===== src/rtl/inst_encoder.sv =====
// RV32 instruction word encoder with a one-deep output register,
// running word-address counter, accept counter and sticky error flag.
module inst_encoder #(
  parameter logic [31:0] RESET_ADDR = 32'h0000_0000
) (
  input  logic        clk,
  input  logic        reset,
  input  logic        req_valid,
  output logic        req_ready,
  input  logic [2:0]  req_fmt,
  input  logic [6:0]  req_opcode,
  input  logic [4:0]  req_rd,
  input  logic [4:0]  req_rs1,
  input  logic [4:0]  req_rs2,
  input  logic [2:0]  req_funct3,
  input  logic [6:0]  req_funct7,
  input  logic [31:0] req_imm,
  input  logic        load_base,
  input  logic [31:0] base_addr,
  output logic        out_valid,
  input  logic        out_ready,
  output logic [31:0] out_inst,
  output logic [31:0] out_addr,
  output logic        out_err,
  output logic [15:0] inst_count,
  output logic        err_sticky
);

  localparam logic [2:0] FMT_R = 3'd0;
  localparam logic [2:0] FMT_I = 3'd1;
  localparam logic [2:0] FMT_S = 3'd2;
  localparam logic [2:0] FMT_B = 3'd3;
  localparam logic [2:0] FMT_U = 3'd4;
  localparam logic [2:0] FMT_J = 3'd5;

  logic        valid_q, valid_d;
  logic [31:0] inst_q, inst_d;
  logic [31:0] addr_q, addr_d;
  logic        err_q, err_d;
  logic [31:0] ctr_q, ctr_d;
  logic [15:0] cnt_q, cnt_d;
  logic        sticky_q, sticky_d;

  logic        accept;
  logic [31:0] base;
  logic [31:0] enc_word;
  logic        enc_err;

  logic is_r, is_i, is_s, is_b, is_u, is_j;
  logic fit12, fit13, fit21;
  logic [31:0] imm;

  assign imm  = req_imm;
  assign is_r = (req_fmt == FMT_R);
  assign is_i = (req_fmt == FMT_I);
  assign is_s = (req_fmt == FMT_S);
  assign is_b = (req_fmt == FMT_B);
  assign is_u = (req_fmt == FMT_U);
  assign is_j = (req_fmt == FMT_J);

  // Sign-extension checks: all bits above the field's MSB match it.
  assign fit12 = (&imm[31:11]) | ~(|imm[31:11]);
  assign fit13 = (&imm[31:12]) | ~(|imm[31:12]);
  assign fit21 = (&imm[31:20]) | ~(|imm[31:20]);

  always_comb begin
    enc_word = 32'h0;
    enc_err  = 1'b0;
    unique case (1'b1)
      is_r: begin
        enc_word = {req_funct7, req_rs2, req_rs1,
                    req_funct3, req_rd, req_opcode};
      end
      is_i: begin
        enc_word = {imm[11:0], req_rs1,
                    req_funct3, req_rd, req_opcode};
        enc_err  = ~fit12;
      end
      is_s: begin
        enc_word = {imm[11:5], req_rs2, req_rs1,
                    req_funct3, imm[4:0], req_opcode};
        enc_err  = ~fit12;
      end
      is_b: begin
        enc_word = {imm[12], imm[10:5], req_rs2, req_rs1,
                    req_funct3, imm[4:1], imm[11], req_opcode};
        enc_err  = ~fit13 | imm[0];
      end
      is_u: begin
        enc_word = {imm[31:12], req_rd, req_opcode};
        enc_err  = |imm[11:0];
      end
      is_j: begin
        enc_word = {imm[20], imm[10:1], imm[11], imm[19:12],
                    req_rd, req_opcode};
        enc_err  = ~fit21 | imm[0];
      end
      default: begin
        enc_word = 32'h0;
        enc_err  = 1'b1;
      end
    endcase
  end

  assign req_ready = ~valid_q | out_ready;
  assign accept    = req_valid & req_ready;
  assign base      = load_base ? base_addr : ctr_q;

  always_comb begin
    valid_d  = valid_q;
    inst_d   = inst_q;
    addr_d   = addr_q;
    err_d    = err_q;
    ctr_d    = ctr_q;
    cnt_d    = cnt_q;
    sticky_d = sticky_q;
    if (accept) begin
      valid_d  = 1'b1;
      inst_d   = enc_word;
      addr_d   = base;
      err_d    = enc_err;
      ctr_d    = base + 32'd4;
      cnt_d    = (&cnt_q) ? cnt_q : cnt_q + 16'd1;
      sticky_d = sticky_q | enc_err;
    end else begin
      ctr_d = base;
      if (out_ready) valid_d = 1'b0;
    end
  end

  always_ff @(posedge clk) begin
    if (reset) begin
      valid_q  <= 1'b0;
      inst_q   <= 32'h0;
      addr_q   <= RESET_ADDR;
      err_q    <= 1'b0;
      ctr_q    <= RESET_ADDR;
      cnt_q    <= 16'h0;
      sticky_q <= 1'b0;
    end else begin
      valid_q  <= valid_d;
      inst_q   <= inst_d;
      addr_q   <= addr_d;
      err_q    <= err_d;
      ctr_q    <= ctr_d;
      cnt_q    <= cnt_d;
      sticky_q <= sticky_d;
    end
  end

  assign out_valid  = valid_q;
  assign out_inst   = inst_q;
  assign out_addr   = addr_q;
  assign out_err    = err_q;
  assign inst_count = cnt_q;
  assign err_sticky = sticky_q;

endmodule


===== config.mk =====
export PLATFORM = sky130hd
export DESIGN_NAME = inst_encoder
export DESIGN_NICKNAME = d
export VERILOG_FILES = /design/src/rtl/inst_encoder.sv
export SDC_FILE = /design/constraint.sdc
export NUM_CORES = 1
export LEC_CHECK = 0
export CORE_ASPECT_RATIO = 1.1
export CORE_MARGIN = 5
export CORE_UTILIZATION = 25
export DETAILED_ROUTE_END_ITERATION = 6
export GPL_ROUTABILITY_DRIVEN = 0
export GPL_TIMING_DRIVEN = 0
export PLACE_DENSITY = 0.46
export SYNTH_ARGS = -nofsm -noshare
export SYNTH_HDL_FRONTEND = slang
export SYNTH_SLANG_ARGS = --single-unit

===== constraint.sdc =====
create_clock -name clk -period 3.24 [get_ports clk]
set_input_delay 0.324 -clock clk [delete_from_list [all_inputs] [get_ports clk]]
set_output_delay 0.324 -clock clk [all_outputs]
set_load 0.01 [all_outputs]

==> impl_metrics.py, run 1 <==
metrics = {
    "floorplanning": {
        "initial_core_util": 0.254,
        "die_h_um": 170,
        "chipWidth_um": 155,
        "rows": 58,
        "core-area_um2": 22900,
        "dieArea_um2": 26400,
        "io_pins": 188,
    },
    "yosys": {
        "synth_area_leaders": "dfxtp_1 40%, nor2_1 6.8%, mux2i_1 5.7%, a211oi_1 4.4%, a221oi_1 3.0%",
        "netlist_area_um2": 5820,
        "ys_seq_elements": 115,
        "postSynth.asyncResetShare": 0,
        "synthCells": 676,
        "yosysUniqueCellTypes": 62,
        "yosysTopAreaCellShare": 0.396,
        "yosysSeqAreaShare": 0.396,
        "synth_area_per_cell_um2": 8.61,
        "syn-num-nets": 782,
        "synth_edf_count": 0,
        "yosysTopAreaCell": "dfxtp_1",
        "ys_warn_count": 0,
        "ys.flop_type": "dfxtp_1",
    },
    "sta": {
        "fin_skew_ns": 0.00811,
        "slew_viol_final": 0,
        "worst_slew_pin_slew_ns": 0.771,
        "min_period_ns": 2.94,
        "hold_violations": 0,
        "rsz0062_at_grt": "no",
        "tns_ns": 0,
        "setup_viol": 0,
        "max_freq_ghz": 0.341,
        "fin_crit_sh": 0.906,
        "slew-limit-headroom": 0.486,
    },
    "global_route": {
        "grt_pass1_vias": 6020,
        "antenna_found_initial": 0,
        "grt_max_degree": 20,
        "grt_first_pass_wirelength_um": 34800,
        "grt.overflow.total": 0,
        "grt_use_total": 0.168,
    },
    "final_layout": {
        "final_common_cell": "clkdlybuf4s50_1",
        "area_growth_syn_to_layout_pct": 49.6,
        "layout_common_cells": "186 x clkdlybuf4s50_1, 115 x dfxtp_1, 105 x nor2_1",
        "drive_gt1_frac": 0.0683,
        "diodes": 0,
        "final_nets": 986,
    },
    "critical_path": {
        "critPathMaxFanout": 19,
        "arrival_ns": 3.26,
        "setup.worst_path.start_class": "primary input",
        "crit_required_ns": 3.57,
        "endpoint_kind": "register",
        "criticalPathCategory": "primary input to register",
    },
    "power_and_ir_drop": {
        "p_total_w": 0.00438,
        "p_leak_nw": 3.08,
        "peakVddDrop_uv": 320,
        "p_per_area_nw_per_um2": 503,
    },
    "routing": {
        "drt_first_pass_iters": 4,
        "vias_per_cell": 4.96,
        "ant_nets": 0,
        "drtIter0Drc": 293,
        "wl_per_cell_um": 19.0,
        "via_count": 5913,
        "drc": 0,
        "wl_um": 22700,
    },
    "cts": {
        "clk_pin_slew_ns": 0.05,
        "insertion_delay_ns": 0.41,
        "clkSinkCount": 115,
        "cts_setup_buffers": 0,
        "root_buffer": "clkbuf_16",
        "cts_buffers": 17,
        "cts_tree": "yes",
        "ctsHtreeMaxLevel": 4,
        "clockBufferDepth": 2,
    },
    "placed_design": {
        "place_hpwl_um": 17500,
        "port_buffers": 186,
    },
    "status": {
        "status": "finished, final reports clean",
    },
    "job": {
        "cap_violations": 0,
    },
    "hold_path": {
        "hold_path.class": "register to register",
    },
}
## sequential cells by signal, summed over array words and instances, names as in the netlist
signal,flops
out_err,1
out_inst,32
out_valid,1
ctr_q,32
out_addr,32
inst_count,16
err_sticky,1
## worst paths after layout
path                from      endpoint  cells past startpoint  slack, ns
max reg2reg    out_valid  out_addr[21]                      7       0.63
max            load_base     ctr_q[26]                     13       0.30
min          out_addr[2]   out_addr[2]                      2       0.46
min reg2reg  out_addr[2]   out_addr[2]                      2       0.46
## critical path: stages
cell,delay (ns)
clkdlybuf4s50_1,0.54
buf_2,0.30
buf_6,0.27
buf_4,0.25
mux2i_1,0.14
inv_1,0.08
ha_1,0.16
o2111a_1,0.17
buf_2,0.21
nand4_1,0.14
buf_2,0.25
o31a_1,0.25
nor3_1,0.17
## metrics by stage
stage	utilization	hold slack, ns	std cells	area, um^2	setup WS (ns)
6_report	0.380	0.463	1193	8710	0.305
5_1_grt	0.380	0.508	1193	8710	0.0576
4_1_cts	0.380	0.467	1193	8710	0.201
3_5_place_dp	0.351	0.458	1162	8060	-0.579
3_3_place_gp	0.351	0.448	1162	8060	-0.606
2_1_floorplan	-	0.453	676	5820	0.745
## routing by layer
layer	up-vias	track usage	wire length, um
met1	2781	0.208	9970
met3	19	0.0519	1540
li1	2941	-	-
met5	-	0	0
met4	0	0.0423	320
met2	172	0.287	10800
## power breakdown
group          leakage, nW  internal (W)  switching [W]
sequential           0.947       0.00151      0.0000515
combinational         1.82      0.000364       0.000369
clock                0.317       0.00139       0.000703
total                 3.08       0.00325        0.00112
## synth_stat cells (all sizes together), types with 2 or more instances
library cell and count:
a22oi 24, or4 8, o21ai 19, o31a 4
nand2b 5, a32o 4, nor2 105, a221oi 20
nand4 12, and2 4, mux2 8, a32oi 2
buf 18, nor4 12, clkbuf 33, and3 5
mux2i 34, nor2b 16, o2111ai 3, o2111a 2
a311oi 3, inv 7, a21oi 21, a31oi 2
o31ai 7, nor3 31, nand2 27, xnor2 16
dfxtp 115, a211oi 35, nand3 26, xor2 7
and3b 3, nor4b 3, ha 2, o221ai 2
and4 3, nand3b 14, a222oi 2
## timing repair
action / CTS / global route
resized for setup: 1 / 1
setup endpoints to repair: 6 / 2
hold buffers: 0 / 0
pin swaps: 0 / 0
## cell families after synthesis
| logic type | after synthesis | synth area share |
|---|---|---|
| flops | 115 | 0.396 |
| fa+ha+maj | 2 | 0.00430 |
| xor+xnor | 23 | 0.0346 |
| buf+inv | 59 | 0.0462 |
| compound gates | 157 | 0.201 |
| simple gates | 278 | 0.244 |
| mux | 42 | 0.0746 |
## area by class of cell
type | instances | area (um^2)
repair buffers | 186 | 1860
well taps | 300 | 375
multi-input cells | 502 | 3250
fillers | 2434 | 14200
clock buffers | 19 | 443
plain buffers | 50 | 240
inverters | 8 | 30.0
clock inverters | 13 | 208
flip-flops and latches | 115 | 2300
(Power assumes the default switching activity.)
==> run 2: changes to the inputs <==
CORE_UTILIZATION = 40   (was 25)
PLACE_DENSITY = 0.68   (was 0.46)
TNS_END_PERCENT = 50   (was not set)
==> run 2 against run 1 <==
Highest routed layer unchanged. Critical path depth unchanged. Die area decreased by 35%. Non-clock buffer count unchanged. Cell count decreased by 9.1%. Fmax decreased by 3.6%. Sequential share of layout area increased by 0.62 points. Clock power decreased by 10%. Register-to-register slack improved by 0.17 ns. Worst setup slack got worse by 0.11 ns. Largest power group unchanged. Critical endpoint unchanged. First-iteration DRC count increased by 67%.
==> impl_metrics.py, run 2 (synthesis results as in run 1) <==
metrics = {
    "status": {
        "status": "finished, final reports clean",
    },
    "cts": {
        "insertion_delay_ns": 0.42,
        "hold_buffers": 0,
        "cts_setup_buffers": 0,
        "post_cts_resized": 1,
        "ctsHtreeMaxLevel": 4,
        "cts_buffers": 17,
        "clockBufferDepth": 2,
        "root_buffer": "clkbuf_16",
        "clk_pin_slew_ns": 0.05,
        "cts_tree": "yes",
        "clkSinkCount": 115,
    },
    "sta": {
        "max_freq_ghz": 0.328,
        "fin_skew_ns": 0.00684,
        "setup_viol": 0,
        "tns_ns": 0,
        "hold_violations": 0,
        "slew_viol_final": 0,
        "slew-limit-headroom": 0.551,
        "rsz0062_at_grt": "no",
        "worst_slew_pin_slew_ns": 0.674,
        "fin_crit_sh": 0.940,
        "min_period_ns": 3.04,
    },
    "critical_path": {
        "crit_required_ns": 3.56,
        "criticalPathCategory": "primary input to register",
        "worstReg2RegStart": "out_valid",
        "endpoint_kind": "register",
        "setup.worst_path.start_class": "primary input",
        "arrival_ns": 3.37,
        "cp-startpoint": "load_base",
        "critPathMaxFanout": 19,
    },
    "routing": {
        "wl_um": 20100,
        "drt_first_pass_iters": 5,
        "drtIter0Drc": 489,
        "wl_per_cell_um": 18.6,
        "vias_per_cell": 5.75,
        "drc": 0,
        "via_count": 6228,
        "ant_nets": 0,
    },
    "floorplanning": {
        "dieArea_um2": 17100,
        "initial_core_util": 0.406,
        "die_h_um": 137,
        "io_pins": 188,
        "core-area_um2": 14300,
        "chipWidth_um": 125,
        "rows": 46,
    },
    "placed_design": {
        "place_hpwl_um": 15600,
        "place_area_um2": 7920,
        "port_buffers": 186,
    },
    "global_route": {
        "grt.overflow.total": 0,
        "grt_max_degree": 20,
        "grt_first_pass_wirelength_um": 32000,
        "grt_use_total": 0.233,
        "grt_pass1_vias": 6274,
        "antenna_found_initial": 0,
    },
    "power_and_ir_drop": {
        "peakVddDrop_uv": 351,
        "p_leak_nw": 3.04,
        "p_per_area_nw_per_um2": 489,
    },
    "job": {
        "cap_violations": 0,
    },
    "final_layout": {
        "final_nets": 986,
        "design_area_um2": 8510,
        "area_growth_syn_to_layout_pct": 46.2,
        "drive_gt1_frac": 0.0673,
        "layout_common_cells": "186 x clkdlybuf4s50_1, 115 x dfxtp_1, 105 x nor2_1",
        "fillers": 1245,
        "final_common_cell": "clkdlybuf4s50_1",
        "diodes": 0,
    },
    "hold_path": {
        "min_from": "out_addr[2]",
        "hold_path.class": "register to register",
    },
}
[run 2: changes by cell type in the layout (fill, tap and decap cells not counted), sizes merged]
cell and delta:
clkinvlp +3, bufinv -2, clkinv -2, clkbuf -1
inv +1
[run 2: worst max-delay path, cell delays in order]
cell             delay (ns)
clkdlybuf4s50_1        0.53
buf_2                  0.27
buf_4                  0.31
buf_4                  0.27
mux2i_1                0.14
inv_1                  0.07
ha_1                   0.16
o2111a_1               0.19
buf_2                  0.22
nand4_1                0.16
buf_2                  0.26
o31a_1                 0.25
nor3_1                 0.21
[run 2: cell type report]
| cell class | instances | area [um^2] | share of cell area |
|---|---|---|---|
| Clock buffer | 18 | 429 | 0.0504 |
| Timing Repair Buffer | 186 | 1860 | 0.219 |
| Inverter | 8 | 30.0 | 0.00353 |
| Buffer | 50 | 236 | 0.0278 |
| Clock inverter | 13 | 161 | 0.0190 |
| Multi-Input combinational cell | 502 | 3250 | 0.382 |
| Sequential cell | 115 | 2300 | 0.271 |
| Tap cell | 192 | 240 | 0.0282 |
[run 2: power by group]
group,total [W],switching [W],internal [W],leakage (nW)
Combinational,0.000724,0.000360,0.000364,1.82
Sequential,0.00156,0.0000509,0.00151,0.947
Clock,0.00188,0.000682,0.00120,0.278
Total,0.00416,0.00109,0.00307,3.04
[run 2: final timing paths]
path	end	slack (ns)	cells after the start
max	ctr_q[26]	0.20	13
min	out_addr[2]	0.47	2
max reg2reg	out_addr[19]	0.80	7
min reg2reg	out_addr[2]	0.47	2
[run 2: per-layer routing]
layer | vias to the layer above | GRT usage | part of all wire
met2 | 278 | 0.400 | 0.49
met4 | 0 | 0.0819 | 0.022
met3 | 44 | 0.0757 | 0.072
met1 | 2976 | 0.275 | 0.42
met5 | - | 0 | 0
li1 | 2930 | - | -
[run 2: through the flow]
stage / util / hold WS [ns] / instances / power, W / setup WS [ns]
final: 0.594 / 0.469 / 1084 / 0.00416 / 0.195
after CTS: 0.594 / 0.471 / 1084 / 0.00418 / 0.222
after detailed placement: 0.553 / 0.460 / 1054 / 0.00231 / -0.560
after global routing: 0.594 / 0.499 / 1084 / 0.00432 / 0.0253
after floorplan: - / 0.453 / 676 / 0.00192 / 0.745
after global placement: 0.553 / 0.448 / 1054 / 0.00229 / -0.436
